File: config.mk
export PLATFORM = sky130hd
export DESIGN_NAME = im_prefetch_flat
export DESIGN_NICKNAME = d
export VERILOG_FILES = /design/src/rtl/im_prefetch_if.sv /design/src/rtl/im_prefetch.sv /design/src/flat_wrapper.sv
export SDC_FILE = /design/constraint.sdc
export NUM_CORES = 1
export LEC_CHECK = 0
export CAP_MARGIN = 20
export CORE_UTILIZATION = 53
export DETAILED_ROUTE_END_ITERATION = 8
export PLACE_DENSITY = 0.77
export SYNTH_ARGS = -nofsm -noshare
export SYNTH_HDL_FRONTEND = slang
export SYNTH_SLANG_ARGS = --single-unit
File: constraint.sdc
create_clock -name clk -period 3.7 [get_ports clk]
set_input_delay 0.74 -clock clk [delete_from_list [all_inputs] [get_ports clk]]
set_output_delay 0.74 -clock clk [all_outputs]
set_load 0.02 [all_outputs]
File: src/rtl/im_prefetch_if.sv
// Fetch-port and instruction-memory signals of the prefetch queue.
// master is the prefetch unit's view; slave is the CPU + memory environment.
interface im_prefetch_if #(
   parameter int AW = 14
);
   logic          cpu_req;
   logic [AW-1:0] cpu_addr;
   logic [31:0]   cpu_rdata;
   logic          cpu_valid;
   logic          cpu_wait;
   logic          mem_req;
   logic [AW-1:0] mem_addr;
   logic          mem_rvalid;
   logic [31:0]   mem_rdata;

   modport master (
      input  cpu_req, cpu_addr, mem_rvalid, mem_rdata,
      output cpu_rdata, cpu_valid, cpu_wait, mem_req, mem_addr
   );

   modport slave (
      output cpu_req, cpu_addr, mem_rvalid, mem_rdata,
      input  cpu_rdata, cpu_valid, cpu_wait, mem_req, mem_addr
   );
endinterface

File: src/rtl/im_prefetch.sv
// Instruction prefetch queue: streams consecutive words ahead of the CPU and
// answers sequential fetches with SRAM timing; redirects flush and refetch.
module im_prefetch #(
   parameter int DEPTH = 4,
   parameter int AW    = 14
) (
   input logic           clk,
   input logic           rst,
   im_prefetch_if.master bus
);
   localparam int PW = $clog2(DEPTH);
   localparam logic [PW:0] FULL = (PW+1)'(DEPTH);

   logic [AW-1:0] q_addr [DEPTH];
   logic [31:0]   q_data [DEPTH];

   logic [PW-1:0] head_reg;
   logic [PW-1:0] tail_reg;
   logic [PW:0]   count_reg;
   logic          pending_reg;
   logic          discard_reg;
   logic          mem_req_reg;
   logic          cpu_valid_reg;
   logic [AW-1:0] pend_addr_reg;
   logic [AW-1:0] pf_addr_reg;
   logic [AW-1:0] mem_addr_reg;
   logic [31:0]   cpu_rdata_reg;

   logic          hit;
   logic          miss;
   logic          rsp;
   logic          deliver;
   logic          push;
   logic          issue;
   logic [AW-1:0] issue_addr;

   assign hit  = bus.cpu_req && (count_reg != '0) && (q_addr[head_reg] == bus.cpu_addr);
   assign miss = bus.cpu_req && !hit && (!pending_reg || (bus.cpu_addr != pend_addr_reg));
   // mem_req_reg doubles as the in-flight flag; stray rvalids are ignored.
   assign rsp  = bus.mem_rvalid && mem_req_reg;

   // On a redirect cycle the response is judged against the new target; only
   // a word that is exactly the new address, with nothing queued, is handed over.
   assign deliver = rsp && !discard_reg &&
                    (miss ? ((mem_addr_reg == bus.cpu_addr) && (count_reg == '0))
                          : (pending_reg && (mem_addr_reg == pend_addr_reg)));
   assign push    = rsp && !discard_reg && !deliver && !miss;

   assign issue      = !mem_req_reg && (miss || (count_reg != FULL));
   assign issue_addr = miss ? bus.cpu_addr : pf_addr_reg;

   always_ff @(posedge clk) begin
      if (push) begin
         q_addr[tail_reg] <= mem_addr_reg;
         q_data[tail_reg] <= bus.mem_rdata;
      end
   end

   always_ff @(posedge clk or posedge rst) begin
      if (rst) begin
         head_reg      <= '0;
         tail_reg      <= '0;
         count_reg     <= '0;
         pending_reg   <= 1'b0;
         discard_reg   <= 1'b0;
         mem_req_reg   <= 1'b0;
         cpu_valid_reg <= 1'b0;
         pend_addr_reg <= '0;
         pf_addr_reg   <= '0;
         mem_addr_reg  <= '0;
         cpu_rdata_reg <= '0;
      end else begin
         cpu_valid_reg <= hit || deliver;
         if (hit) begin
            cpu_rdata_reg <= q_data[head_reg];
         end else if (deliver) begin
            cpu_rdata_reg <= bus.mem_rdata;
         end

         // A request, once issued, is held until its response arrives.
         if (issue) begin
            mem_req_reg  <= 1'b1;
            mem_addr_reg <= issue_addr;
         end else if (rsp) begin
            mem_req_reg <= 1'b0;
         end

         if (miss) begin
            head_reg      <= '0;
            tail_reg      <= '0;
            count_reg     <= '0;
            pending_reg   <= !deliver;
            pend_addr_reg <= bus.cpu_addr;
            pf_addr_reg   <= deliver ? bus.cpu_addr + 1'b1 : bus.cpu_addr;
            discard_reg   <= mem_req_reg && !rsp &&
                             ((mem_addr_reg != bus.cpu_addr) || (count_reg != '0));
         end else begin
            if (hit) begin
               head_reg <= head_reg + 1'b1;
            end
            if (push) begin
               tail_reg <= tail_reg + 1'b1;
            end
            unique case ({push, hit})
               2'b10:   count_reg <= count_reg + 1'b1;
               2'b01:   count_reg <= count_reg - 1'b1;
               default: count_reg <= count_reg;
            endcase
            if (deliver) begin
               pending_reg <= 1'b0;
               pf_addr_reg <= pend_addr_reg + 1'b1;
            end else if (push) begin
               pf_addr_reg <= pf_addr_reg + 1'b1;
            end
            if (rsp && discard_reg) begin
               discard_reg <= 1'b0;
            end
         end
      end
   end

   assign bus.cpu_rdata = cpu_rdata_reg;
   assign bus.cpu_valid = cpu_valid_reg;
   assign bus.cpu_wait  = pending_reg;
   assign bus.mem_req   = mem_req_reg;
   assign bus.mem_addr  = mem_addr_reg;
endmodule

File: src/flat_wrapper.sv
// flat-port wrapper written by rule: the top's interface ports become plain ports
module im_prefetch_flat 
#(
   parameter int DEPTH = 4,
   parameter int AW    = 14
)
  (clk, rst, bus_cpu_req, bus_cpu_addr, bus_mem_rvalid, bus_mem_rdata, bus_cpu_rdata, bus_cpu_valid, bus_cpu_wait, bus_mem_req, bus_mem_addr);
  im_prefetch_if #(.AW(AW)) bus_i ();
  input logic clk;
  input logic rst;
  input wire logic [$bits(bus_i.cpu_req)-1:0] bus_cpu_req;
  input wire logic [$bits(bus_i.cpu_addr)-1:0] bus_cpu_addr;
  input wire logic [$bits(bus_i.mem_rvalid)-1:0] bus_mem_rvalid;
  input wire logic [$bits(bus_i.mem_rdata)-1:0] bus_mem_rdata;
  output wire logic [$bits(bus_i.cpu_rdata)-1:0] bus_cpu_rdata;
  output wire logic [$bits(bus_i.cpu_valid)-1:0] bus_cpu_valid;
  output wire logic [$bits(bus_i.cpu_wait)-1:0] bus_cpu_wait;
  output wire logic [$bits(bus_i.mem_req)-1:0] bus_mem_req;
  output wire logic [$bits(bus_i.mem_addr)-1:0] bus_mem_addr;
  assign bus_i.cpu_req = bus_cpu_req;
  assign bus_i.cpu_addr = bus_cpu_addr;
  assign bus_i.mem_rvalid = bus_mem_rvalid;
  assign bus_i.mem_rdata = bus_mem_rdata;
  assign bus_cpu_rdata = bus_i.cpu_rdata;
  assign bus_cpu_valid = bus_i.cpu_valid;
  assign bus_cpu_wait = bus_i.cpu_wait;
  assign bus_mem_req = bus_i.mem_req;
  assign bus_mem_addr = bus_i.mem_addr;
  im_prefetch #(.DEPTH(DEPTH), .AW(AW)) u_core (.clk(clk), .rst(rst), .bus(bus_i));
endmodule
==> flow_summary_export.csv <==
group,metric,value,unit
yosys,syn_area,0.01227,sq mm
sta,holdWs,502.1,ps
global_routing,grt_pass1_vias,8769,
drt,num_vias,8607,
yosys,yosysUniqueCellTypes,61,
cts,cts_buffers,28,
cts,cts_sinks,269,
global_routing,track_usage,0.2807,
layout,diodes,0,
layout,multi_input_area,0.004491,sq mm
layout,fin_cells,1436,
drt,ant_nets,0,
layout,fillers,1536,
yosys,synth_warnings,0,
cts,clk_latency,570,ps
setup_path,critPathCaptureType,"flop",
layout,postLayoutCoreUtil,0.6962,
drt,drc,0,
global_routing,antenna_found_initial,0,
layout,seq_area,0.007657,sq mm
yosys,async_flop_share,0.3160,
drt,drtPass1Iterations,5,
pwr,switchingPower,2413,uW
sta,setup_tns,0,ps
drt,drt_wl_total,32690,microns
layout,finalNetCount,1186,
setup_path,critical_path_class,"flop to flop",
setup_path,crit_required,4150,ps
sta,fmax,275.2,MHz
pwr,pwr-share-clk,0.336,
sta,finalCritPeriodShare,0.9820,
cts,cts_tree,"done",
placed_design,dp_cells,1374,
status,status,"completed",
worst_hold_path,min_path_type,"flop to flop",
layout,drive_gt1_frac,0.2398,
layout,largest_register_ffs,128,
yosys,synth_edf_count,184,
sta,layout_min_cycle_time,3633,ps
pwr,p_seq_frac,0.442,
yosys,synth_flop_cell,"edfxtp_1",
global_routing,grt-ovfl-total,0,
floorplan,core,0.02264,sq mm
floorplan,io_pins,99,
yosys,synth_seq_cells,269,
sta,fin_skew,43.31,ps
run,drv_cap,0,
cts,path_clk_slew,60,ps
drt,via_per_inst,5.994,
cts,cts_buffer_depth,3,
cts,cts-root-buf,"clkbuf_16",
pwr,power_leakage,0.006006,uW
setup_path,crit_fanout,7,
drt,initialDrtViolationCount,692,
global_routing,grt_pass1_wl,50490,microns
pwr,power_density,532.4,mW/mm^2
floorplan,die-area,0.02376,sq mm
floorplan,initial_core_util,0.5418,
yosys,synth_seq_area_share,0.6238,
layout,areaGrowthSynthToFinish,28.49,%
drt,wl_per_cell,22.76,microns
floorplan,die_y,154.1,microns
sta,hold_viol_final,0,
yosys,syn_area_per_cell,13.38,sq um
placed_design,hpwlAfterDp,22380,microns
yosys,synth_nets,974,
sta,max_slew_margin,0.5494,
setup_path,worstPathArrival,4080,ps
pwr,intPower,5978,uW
global_routing,grt_max_degree,86,
pwr,total_power,8391,uW
sta,maxSlewViolCount,0,
placed_design,io_buffer_count,98,
pwr,worst_ir_drop_vdd,0.4887,mV
floorplan,die_w,154.1,microns
sta,worst_pin_slew,675.9,ps
setup_path,crit_path_start_kind,"flop",
yosys,syn_inst,917,
layout,mostFrequentLayoutCell,"edfxtp_1",
pwr,power_switching_share,0.2876,
cts,htree_levels,1,
floorplan,row_count,55,
pwr,pwr-share-comb,0.221,
cts,cts_hold_buf,0,
layout,final_cell_mix,"edfxtp_1 (184), buf_4 (128), clkdlybuf4s50_1 (98)",
placed_design,gp_congestion,0.9481,
sta,finalSetupViolations,0,
==> metrics by stage <==
step	worst slack, ps	instance area [sq um]
detailed placement	-424.6	14590
global route	-29.84	15760
finish	66.54	15760
global placement	-405.8	14590
CTS	11.60	15560
floorplan	-156.0	12390
==> cell usage after synthesis, types with 2 or more instances <==
cell | n | share of area
a21o_1 | 2 | 0.0012
a21oi_1 | 50 | 0.020
a22oi_1 | 2 | 0.0012
a31oi_1 | 15 | 0.0076
a41oi_1 | 3 | 0.0021
and3_1 | 16 | 0.0082
and4_1 | 4 | 0.0029
buf_1 | 6 | 0.0018
buf_2 | 10 | 0.0041
buf_4 | 7 | 0.0043
clkbuf_1 | 39 | 0.012
dfrtp_1 | 85 | 0.17
edfxtp_1 | 184 | 0.45
ha_1 | 6 | 0.0061
inv_1 | 12 | 0.0037
mux2i_1 | 52 | 0.042
mux4_2 | 40 | 0.073
nand2_1 | 101 | 0.031
nand2b_1 | 4 | 0.0020
nand3_1 | 18 | 0.0073
nand4_1 | 24 | 0.012
nor2_1 | 76 | 0.023
nor3_1 | 8 | 0.0033
nor4_1 | 5 | 0.0025
o2111ai_1 | 5 | 0.0036
o211a_1 | 2 | 0.0016
o211ai_1 | 4 | 0.0024
o21a_1 | 2 | 0.0012
o21ai_0 | 12 | 0.0049
o21ai_1 | 4 | 0.0016
o221ai_1 | 2 | 0.0014
o22ai_1 | 3 | 0.0015
or2_2 | 2 | 0.0010
or3_1 | 2 | 0.0010
or4_1 | 2 | 0.0012
or4_4 | 2 | 0.0018
xnor2_1 | 53 | 0.038
xor2_1 | 30 | 0.021
==> power groups by stage <==
stage / sequential, uW / clock (uW) / combinational (uW)
2_1_floorplan: 3920 / 0 / 737
3_3_place_gp: 3750 / 0 / 1760
3_5_place_dp: 3760 / 0 / 1790
4_1_cts: 3700 / 2860 / 1810
5_1_grt: 3730 / 2970 / 1970
6_report: 3710 / 2820 / 1860
==> final timing paths <==
kind	startpoint	end	slack, ps	cells past startpoint
worst max register to register	u_core.head_reg[0]	u_core.pf_addr_reg[4]	70	17
max in group asynchronous	rst	u_core.pend_addr_reg[2]	2660	3
worst max-delay path	u_core.head_reg[0]	u_core.pf_addr_reg[4]	70	17
worst min register to register	u_core.count_reg[1]	u_core.count_reg[1]	500	1
worst min-delay path	u_core.count_reg[1]	u_core.count_reg[1]	500	1
min in group asynchronous	rst	u_core.bus.cpu_rdata[4]	610	3
==> routing by layer <==
| layer | vias up | global-route usage | routed length, microns |
|---|---|---|---|
| li1 | 3825 | - | - |
| met1 | 4339 | 0.3873 | 13680 |
| met2 | 385 | 0.4673 | 16050 |
| met3 | 58 | 0.03354 | 2109 |
| met4 | 0 | 0.09095 | 852 |
| met5 | - | 0 | 0 |
==> cell families (layout without fill, tap and decap cells) <==
| family | after synthesis | in the layout | synth area share |
|---|---|---|---|
| DFF | 269 | 269 | 0.6238 |
| xor gates and xnor gates | 83 | 83 | 0.05926 |
| muxes | 94 | 94 | 0.1177 |
| buffers and inverters | 75 | 309 | 0.02672 |
| AOI/OAI and AO/OA | 119 | 119 | 0.06314 |
| and+or+nand+nor | 270 | 270 | 0.1016 |
| adders and majority gates | 7 | 7 | 0.007752 |
==> final cells by class <==
type / instances / area share
clock buffer: 34 / 0.04652
clock inverter: 18 / 0.01223
inverter: 12 / 0.003096
multi-input combinational: 573 / 0.2849
sequential: 269 / 0.4858
tap: 285 / 0.02262
timing repair buffer: 245 / 0.1448
==> critical path, stage by stage (launching register included) <==
cell and delay, ps:
dfrtp_2 430, buf_12 160, mux4_2 560, xnor2_2 160, buf_4 140, nand4_1 110, buf_6 140, nor4_4 30
buf_4 140, a221o_2 430, nand2_2 90, nand2_2 70, ha_4 180, buf_4 130, buf_4 150, a41oi_1 240
a41oi_1 140, a32oi_1 200
==> timing repair <==
action / 4_1_cts / 5_1_grt
resized for setup: 1 / 25
endpoints found under the setup margin: 6 / 5
pin swaps: 0 / 11
buffers inserted: 4 / 6
hold endpoints to repair: 0 / 0
No activity file was read; power rests on OpenSTA's default activity.
